## src/rtl/dbus_uart_tx.sv

```systemverilog
// dbus_uart_tx: memory-mapped 8N1 UART transmitter on the CPU data bus.
// A TX FIFO is filled by bus writes and drained by a bit-serial FSM.
// Optional feature macro: DBUS_UART_TX_PARITY_EN adds a parity bit
// (even/odd selected by CTRL bit2) between the data bits and the stop bit.
`timescale 1ns/1ps

module dbus_uart_tx #(
    parameter int CLK_DIV    = 16,
    parameter int FIFO_DEPTH = 8
) (
    input  logic        clk,
    input  logic        reset_n,
    input  logic        sel,
    input  logic        en,
    input  logic [3:0]  wen,
    input  logic [3:0]  addr,
    input  logic [31:0] wdata,
    output logic [31:0] rdata,
    output logic        txd,
    output logic        irq
);

    localparam int AW = (FIFO_DEPTH > 1) ? $clog2(FIFO_DEPTH) : 1;
    localparam int CW = AW + 1;
    localparam int BW = (CLK_DIV > 1) ? $clog2(CLK_DIV) : 1;

    localparam logic [BW-1:0] BAUD_LOAD = BW'(CLK_DIV - 1);
    localparam logic [CW-1:0] CNT_FULL  = CW'(FIFO_DEPTH);

`ifdef DBUS_UART_TX_PARITY_EN
    typedef enum logic [2:0] {
        S_IDLE   = 3'd0,
        S_START  = 3'd1,
        S_DATA   = 3'd2,
        S_PARITY = 3'd3,
        S_STOP   = 3'd4
    } state_t;
`else
    typedef enum logic [2:0] {
        S_IDLE  = 3'd0,
        S_START = 3'd1,
        S_DATA  = 3'd2,
        S_STOP  = 3'd4
    } state_t;
`endif

    // Parity of a data byte, optionally inverted for odd parity.
    function automatic logic f_parity(input logic [7:0] d, input logic odd);
        return (^d) ^ odd;
    endfunction

    // Registers
    logic [7:0]    r_mem [FIFO_DEPTH];
    logic [AW-1:0] r_wptr;
    logic [AW-1:0] r_rptr;
    logic [CW-1:0] r_count;
    logic          r_ovf;
    logic          r_tx_en;
    logic          r_irq_en;
    state_t        r_state;
    logic [BW-1:0] r_baud;
    logic [2:0]    r_bit;
    logic [7:0]    r_shift;
    logic          r_txd;
    logic [31:0]   r_rdata;
`ifdef DBUS_UART_TX_PARITY_EN
    logic          r_parity_odd;
    logic          r_par;
    logic          w_par_nx;
`endif

    // Combinational signals
    logic          w_acc_wr;
    logic          w_acc_rd;
    logic          w_wr_tx;
    logic          w_wr_stat;
    logic          w_wr_ctrl;
    logic          w_empty;
    logic          w_full;
    logic          w_busy;
    logic          w_pop;
    logic          w_push_ok;
    logic          w_bit_end;
    logic [7:0]    w_head;
    state_t        w_state_nx;
    logic [BW-1:0] w_baud_nx;
    logic [2:0]    w_bit_nx;
    logic [7:0]    w_shift_nx;
    logic          w_txd_nx;
    logic [3:0]    w_cnt4;
    logic [31:0]   w_status;
    logic [31:0]   w_ctrl;
    logic [31:0]   w_rd_val;
    logic          w_unused;

    assign w_unused  = ^{wdata[31:8], addr[1:0]};

    assign w_acc_wr  = sel & en & (wen != 4'b0000);
    assign w_acc_rd  = sel & en & (wen == 4'b0000);
    assign w_wr_tx   = w_acc_wr & (addr[3:2] == 2'd0) & wen[0];
    assign w_wr_stat = w_acc_wr & (addr[3:2] == 2'd1) & wen[0];
    assign w_wr_ctrl = w_acc_wr & (addr[3:2] == 2'd2) & wen[0];

    assign w_empty   = (r_count == {CW{1'b0}});
    assign w_full    = (r_count == CNT_FULL);
    assign w_busy    = (r_state != S_IDLE);
    assign w_head    = r_mem[r_rptr];
    assign w_push_ok = w_wr_tx & (~w_full | w_pop);
    assign w_bit_end = (r_baud == {BW{1'b0}});

    // FIFO storage: written on every accepted push (no reset needed, pointers gate validity).
    always_ff @(posedge clk) begin
        if (w_push_ok) begin
            r_mem[r_wptr] <= wdata[7:0];
        end
    end

    // FIFO pointers and occupancy; reset discards contents.
    always_ff @(posedge clk or negedge reset_n) begin
        if (!reset_n) begin
            r_wptr  <= {AW{1'b0}};
            r_rptr  <= {AW{1'b0}};
            r_count <= {CW{1'b0}};
        end else begin
            if (w_push_ok) begin
                r_wptr <= r_wptr + 1'b1;
            end
            if (w_pop) begin
                r_rptr <= r_rptr + 1'b1;
            end
            case ({w_push_ok, w_pop})
                2'b10:   r_count <= r_count + 1'b1;
                2'b01:   r_count <= r_count - 1'b1;
                default: r_count <= r_count;
            endcase
        end
    end

    // Sticky overflow: set on a dropped push, cleared by writing 1 to STATUS bit3.
    always_ff @(posedge clk or negedge reset_n) begin
        if (!reset_n) begin
            r_ovf <= 1'b0;
        end else if (w_wr_tx && !w_push_ok) begin
            r_ovf <= 1'b1;
        end else if (w_wr_stat && wdata[3]) begin
            r_ovf <= 1'b0;
        end
    end

    // Control register.
    always_ff @(posedge clk or negedge reset_n) begin
        if (!reset_n) begin
            r_tx_en      <= 1'b0;
            r_irq_en     <= 1'b0;
`ifdef DBUS_UART_TX_PARITY_EN
            r_parity_odd <= 1'b0;
`endif
        end else if (w_wr_ctrl) begin
            r_tx_en      <= wdata[0];
            r_irq_en     <= wdata[1];
`ifdef DBUS_UART_TX_PARITY_EN
            r_parity_odd <= wdata[2];
`endif
        end
    end

    // Serializer next-state, counters, pop request and next txd value.
    always_comb begin
        w_state_nx = r_state;
        w_baud_nx  = r_baud;
        w_bit_nx   = r_bit;
        w_shift_nx = r_shift;
        w_pop      = 1'b0;
`ifdef DBUS_UART_TX_PARITY_EN
        w_par_nx   = r_par;
`endif
        case (r_state)
            S_IDLE: begin
                if (r_tx_en && !w_empty) begin
                    w_state_nx = S_START;
                    w_baud_nx  = BAUD_LOAD;
                    w_shift_nx = w_head;
                    w_pop      = 1'b1;
`ifdef DBUS_UART_TX_PARITY_EN
                    w_par_nx   = f_parity(w_head, r_parity_odd);
`endif
                end else begin
                    w_state_nx = S_IDLE;
                end
            end
            S_START: begin
                if (w_bit_end) begin
                    w_state_nx = S_DATA;
                    w_baud_nx  = BAUD_LOAD;
                    w_bit_nx   = 3'd0;
                end else begin
                    w_baud_nx  = r_baud - 1'b1;
                end
            end
            S_DATA: begin
                if (w_bit_end) begin
                    w_baud_nx  = BAUD_LOAD;
                    w_shift_nx = {1'b0, r_shift[7:1]};
                    if (r_bit == 3'd7) begin
`ifdef DBUS_UART_TX_PARITY_EN
                        w_state_nx = S_PARITY;
`else
                        w_state_nx = S_STOP;
`endif
                    end else begin
                        w_bit_nx = r_bit + 3'd1;
                    end
                end else begin
                    w_baud_nx = r_baud - 1'b1;
                end
            end
`ifdef DBUS_UART_TX_PARITY_EN
            S_PARITY: begin
                if (w_bit_end) begin
                    w_state_nx = S_STOP;
                    w_baud_nx  = BAUD_LOAD;
                end else begin
                    w_baud_nx  = r_baud - 1'b1;
                end
            end
`endif
            S_STOP: begin
                if (w_bit_end) begin
                    // Chain the next frame directly so there is no idle gap.
                    if (r_tx_en && !w_empty) begin
                        w_state_nx = S_START;
                        w_baud_nx  = BAUD_LOAD;
                        w_shift_nx = w_head;
                        w_pop      = 1'b1;
`ifdef DBUS_UART_TX_PARITY_EN
                        w_par_nx   = f_parity(w_head, r_parity_odd);
`endif
                    end else begin
                        w_state_nx = S_IDLE;
                    end
                end else begin
                    w_baud_nx = r_baud - 1'b1;
                end
            end
            default: begin
                w_state_nx = S_IDLE;
                w_baud_nx  = {BW{1'b0}};
                w_bit_nx   = 3'd0;
            end
        endcase

        // txd is registered from the next state so it changes on the same edge as the state.
        case (w_state_nx)
            S_START:  w_txd_nx = 1'b0;
            S_DATA:   w_txd_nx = w_shift_nx[0];
`ifdef DBUS_UART_TX_PARITY_EN
            S_PARITY: w_txd_nx = w_par_nx;
`endif
            default:  w_txd_nx = 1'b1;
        endcase
    end

    // Serializer state register; reset drives the line idle-high asynchronously.
    always_ff @(posedge clk or negedge reset_n) begin
        if (!reset_n) begin
            r_state <= S_IDLE;
            r_baud  <= {BW{1'b0}};
            r_bit   <= 3'd0;
            r_shift <= 8'h00;
            r_txd   <= 1'b1;
`ifdef DBUS_UART_TX_PARITY_EN
            r_par   <= 1'b0;
`endif
        end else begin
            r_state <= w_state_nx;
            r_baud  <= w_baud_nx;
            r_bit   <= w_bit_nx;
            r_shift <= w_shift_nx;
            r_txd   <= w_txd_nx;
`ifdef DBUS_UART_TX_PARITY_EN
            r_par   <= w_par_nx;
`endif
        end
    end

    assign w_cnt4   = 4'(r_count);
    assign w_status = {20'd0, w_cnt4, 4'd0, r_ovf, w_busy, w_empty, w_full};
`ifdef DBUS_UART_TX_PARITY_EN
    assign w_ctrl   = {29'd0, r_parity_odd, r_irq_en, r_tx_en};
`else
    assign w_ctrl   = {29'd0, 1'b0, r_irq_en, r_tx_en};
`endif

    // Read mux over the register map.
    always_comb begin
        w_rd_val = 32'd0;
        case (addr[3:2])
            2'd1:    w_rd_val = w_status;
            2'd2:    w_rd_val = w_ctrl;
            default: w_rd_val = 32'd0;
        endcase
    end

    // Registered read data, updated only on a read access.
    always_ff @(posedge clk or negedge reset_n) begin
        if (!reset_n) begin
            r_rdata <= 32'd0;
        end else if (w_acc_rd) begin
            r_rdata <= w_rd_val;
        end
    end

    assign rdata = r_rdata;
    assign txd   = r_txd;
    assign irq   = r_irq_en & w_empty & (r_state == S_IDLE);

endmodule

```

## config.mk

```make
export PLATFORM = sky130hd
export DESIGN_NAME = dbus_uart_tx
export DESIGN_NICKNAME = d
export VERILOG_FILES = /design/src/rtl/dbus_uart_tx.sv
export SDC_FILE = /design/constraint.sdc
export NUM_CORES = 1
export LEC_CHECK = 0
export ABC_AREA = 1
export CORE_ASPECT_RATIO = 1.75
export CORE_MARGIN = 3
export CORE_UTILIZATION = 30
export DETAILED_ROUTE_END_ITERATION = 12
export HOLD_SLACK_MARGIN = 0.03
export PLACE_DENSITY_LB_ADDON = 0.15
export SETUP_SLACK_MARGIN = 0.2
export SLEW_MARGIN = 20
export SYNTH_ARGS = -nofsm -noshare
export SYNTH_HDL_FRONTEND = slang
export SYNTH_SLANG_ARGS = --single-unit
```

## constraint.sdc

```tcl
create_clock -name clk -period 2.3 [get_ports clk]
set_clock_uncertainty 0.15 [all_clocks]
set_input_delay 0.46 -clock clk [delete_from_list [all_inputs] [get_ports clk]]
set_output_delay 0.46 -clock clk [all_outputs]
set_load 0.005 [all_outputs]
```

Word level (Yosys, flattened, before mapping):

Memories as Yosys holds them, arrays and structs flattened.
Cells that the tools add are included.

* register bits after elaboration: 64
* memory bits (writable): 64
* bits of input ports: 44
* output and inout bits: 34
* logic and storage cells: 97
* memories kept: 1

* $add $sub $neg: 6
* eq/ne operators: 15
* muxes and demuxes: 28
* bitwise logic cells: 15
* reduce and logical (&&, ||, !) cells: 19

Memory list
* r_mem: depth 8, width 8, rd ports 1, clocked after memory_dff 0, wr ports 1, RTL line 53 `logic [7:0] r_mem [FIFO_DEPTH];`

Operators by type and width (count)
* $mux 8: 3
* $pmux 12 s2: 1
* $pmux 8 s3: 1
* $mux 3: 7
* $and 1x1->1: 12
* $logic_not 4->1: 3
* $mux 4: 3
* $pmux 3 s4: 1
* $pmux 4 s3: 1
* $add 3x1->3 const B: 3
* $pmux 3 s3: 1
* $ne 2x2->1 const B: 4
* $pmux 4 s2: 1
* $sub 4x1->4 const B: 2
* $mux 1: 7
* $eq 3x1->1 const B: 2
* $eq 3x2->1 const B: 2
* $eq 3x3->1 const B: 2
* $reduce_bool 3->1: 2
* $add 4x1->4 const B: 1
* $eq 2x1->1 const B: 2
* $eq 2x2->1 const B: 2
* $eq 4x4->1 const B: 1
* $pmux 1 s2: 2
* other kinds (11): 17

Logic depth before layout (Yosys ltp):

* depth after elaboration: 11
* gate-level depth with buffers: 17

Worst setup path before layout:

Ideal clock, no wire load.

* path kind: flip-flop to flip-flop
* start point: reg r_baud[0]
* end point: mem r_mem[1][0], enable pin
* library setup time: 0.383 ns
* data arrival time: 1.866 ns
* required time: 1.767 ns
* path slack: -0.099 ns
* stages on the path, launching flop included: 11
* path buffers: 0
* period minus slack after synthesis: 2.399 ns
* cells stage by stage: dfrtp_1 -> inv_1 -> ha_1 -> nand2_4 -> nand2_4 -> nand2_4 -> nor2_8 -> o21ai_4 -> inv_2 -> nand2_1 -> nor3_1

* cells in the longest elaborated chain, start to end: 7

Ends and longest elaborated chain
* start, declared: RTL line 61 `logic [BW-1:0] r_baud;`
* start signal, assigned: RTL line 267 `r_baud <= {BW{1'b0}};`
* start signal, assigned: RTL line 276 `r_baud <= w_baud_nx;`
* $logic_not 4->1: RTL line 109 `assign w_bit_end = (r_baud == {BW{1'b0}});`
* $mux 1: RTL line 228 `if (w_bit_end) begin`
* $pmux 1 s2: RTL line 177 `case (r_state)`
* $or 1x1->1: RTL line 108 `assign w_push_ok = w_wr_tx & (~w_full | w_pop);`
* $and 1x1->1: RTL line 108
* $mux 1: RTL line 113 `if (w_push_ok) begin`
* $mux 1 (implied by the code): RTL line 114 `r_mem[r_wptr] <= wdata[7:0];`
* end, declared: RTL line 53

No other way between the ends.

Worst setup path after layout:

* start point: reg r_baud[0]
* end point: mem r_mem[4][2], enable pin

The elaborated chain is that of the path after synthesis.

==> out/metrics.cfg <==
[sta]
layout_min_cycle_time_ns=2.08
timing.final.crit_share_pct=90.4
slew_viol_final=0
tightest_slew_ns=0.821
fmax_mhz=481
slew_headroom_pct=45.3
hold_viol=0
fin_setup_tns_ns=0
rsz0062_at_grt=yes
finalSetupViolations=0
whs_ns=0.0441
post-route-worst-setup-slack_ns=0.221

[setup_path]
critical_path_class=reg -> reg
rr_endpoint=r_mem[4][2]
cp_data_arrival_time_ns=1.99
worst_setup_path_end_kind=register
r2r_cells=11
r2r_slack_ns=0.22
cp.required_ns=2.21
cp-start-kind=register
r2r-start=r_baud[0]
critPathMaxFanout=8

[grt]
grt_max_degree=34
grt_pass1_wl_um=17700
grt_usage_pct=12.8
grt_pass1_vias=3526
grt_overflow=0
antenna_found_initial=0

[detailed_routing]
drc=0
drt-wirelength-per-cell_um=14.5
drt-initial-drc-count=99
dr_wl_met2_um=6150
met1_length_um=4270
top_layer=met4
num_vias=3515
wl_met3_um=273
vias_per_cell=4.67
firstDrtPassIters=4
totalWireLength_um=10900
antenna_left=0

[yosys]
synth_cells=490
synth.distinct_cells=39
syn_area_per_cell_sq_um=10.1
async_reset_ff_share_pct=38.5
yosysWarningCount=0
synth_most_common_cell=nand2_1
synthesis.area_sq_um=4930
synth_edf_count=64
synth.area.top_cells=edfxtp_1, dfrtp_1, nand2_1
yosysTopAreaCellShare_pct=39.0
synth_common_cells=nand2_1, nor2_1, edfxtp_1, o21ai_0, dfrtp_1
synth_flop_cell=edfxtp_1
ys_ff_latch=104
synth_top_cell_by_area=edfxtp_1
synth.yosys.seq_area_share_pct=59.3

[placed_design]
dpl_cell_area_sq_um=5590
routabilityCongestion=0.726
dp_slack_ns=-0.222
dpl.cell_count=722
hpwl_um=7890
numPortBuffers=27

[cts]
cts.reportedPaths.clkPinSlew_ns=0.07
cts_buffer_depth=2
root_buffer=clkbuf_16
cts_inserted_buffers=9
cts_sinks=104
cts_tree=done
insertion_delay_ns=0.34
h-tree-depth=3
cts-hold-fix-buffers=0

[worst_hold_path]
min_path_type=in -> async

[layout]
fin_cells=753
syn_to_final_growth_pct=23.3
nFillCells=1606
fin_area_sq_um=6080
n_antenna_cell=0
nets=612
layout-drive-gt1-share_pct=19.1

[die]
core_area_sq_um=16000
ios=78
rows=61
die_w_um=103
die_area_sq_um=18100
die_h_um=176
start_util_pct=30.8

[power]
vdd_drop_max_mv=0.377
power_leakage_nw=2.54
powerDensity_nw_per_um2=1080

[run_status]
status=finished clean

[job]
cap_violations=0

critical path, cell delays in order (launching register included):
cell	delay, ns
dfrtp_1	0.40
inv_2	0.08
ha_4	0.15
nand2_4	0.06
nand2_4	0.06
nand2_4	0.06
nor2_8	0.10
o21ai_4	0.08
or2_4	0.29
buf_12	0.14
nor2_4	0.09
buf_12	0.14
logic make-up (layout without fill, tap and decap cells):
family                     after synthesis  after routing  share of synthesized area, %
DFF                                    104            104                          59.3
and+or+nand+nor                        207            207                          18.6
AOI/OAI and AO/OA                       87             87                          10.7
adders and majority gates                9              9                          2.28
xor gates and xnor gates                 7              7                          1.24
other                                    1             24                        0.0760
buffers and inverters                   75            126                          7.86
repair_timing:
action	CTS	global route
pin swaps	6	11
buffers inserted	13	2
gates cloned	0	0
endpoints found under the setup margin	27	57
gates resized for setup	13	15
power by group:
part           internal, W  switching (W)
Sequential         0.00225       0.000212
Clock             0.000768       0.000738
Combinational      0.00101        0.00159
Total              0.00403        0.00254
placed cells by master, fill, tap and decap left out, drive strengths merged:
| master | netlist | routed |
|---|---|---|
| inv | 36 | 40 |
| and3 | 1 | 1 |
| clkdlybuf4s50 | 0 | 21 |
| nor2 | 73 | 73 |
| nand2 | 93 | 93 |
| o211ai | 10 | 10 |
| nand3 | 30 | 30 |
| clkbuf | 3 | 9 |
| nor3 | 8 | 8 |
| edfxtp | 64 | 64 |
| o31ai | 7 | 7 |
| o22ai | 1 | 1 |
| o21ai | 47 | 47 |
| buf | 34 | 46 |
| dfrtp | 39 | 39 |
| dfstp | 1 | 1 |
| conb | 1 | 24 |
| dlymetal6s2s | 0 | 1 |
| dlygate4sd2 | 0 | 4 |
| xor2 | 6 | 6 |
| or2 | 1 | 1 |
| nand4 | 1 | 1 |
| clkinv | 2 | 5 |
| a31oi | 1 | 1 |
| ha | 9 | 9 |
| xnor2 | 1 | 1 |
| a21oi | 21 | 21 |
final cells by class:
class / instances / area, sq um / share of cell area, %
Multi-Input combinational cell: 334 / 1790 / 29.5
Timing Repair Buffer: 72 / 686 / 11.3
Tap cell: 189 / 236 / 3.89
Inverter: 38 / 145 / 2.39
Clock buffer: 9 / 225 / 3.70
Sequential cell: 104 / 2930 / 48.1
Clock inverter: 7 / 68.8 / 1.13
sequential cells by signal, indices dropped and copies added (netlist names):
| register | flops |
|---|---|
| r_baud | 4 |
| r_bit | 3 |
| r_count | 4 |
| r_irq_en | 1 |
| r_mem | 64 |
| r_ovf | 1 |
| r_rptr | 3 |
| r_shift | 8 |
| r_state | 3 |
| r_tx_en | 1 |
| r_wptr | 3 |
| rdata | 8 |
| txd | 1 |
worst max-delay path by stage:
stage | startpoint | to | cells past startpoint
after floorplan | r_baud[0] | r_mem[5][0] | 10
after global placement | en | r_mem[0][5] | 8
after detailed placement | addr[2] | r_mem[0][6] | 9
after CTS | r_baud[1] | r_mem[0][4] | 10
after global routing | r_baud[1] | r_mem[4][4] | 11
final | r_baud[0] | r_mem[4][2] | 11
metal layers:
metal / vias up / global-route usage [%]
met5: - / 0
met2: 63 / 24.1
met4: 0 / 4.54
met3: 14 / 2.31
li1: 1743 / -
met1: 1695 / 13.6
stage by stage:
stage	util, %	power, W
finish	37.9	0.00658
CTS	37.5	0.00662
detailed placement	34.9	0.00494
global placement	34.9	0.00490
global route	37.9	0.00710
floorplan	-	0.00424
(Power assumes the default switching activity.)
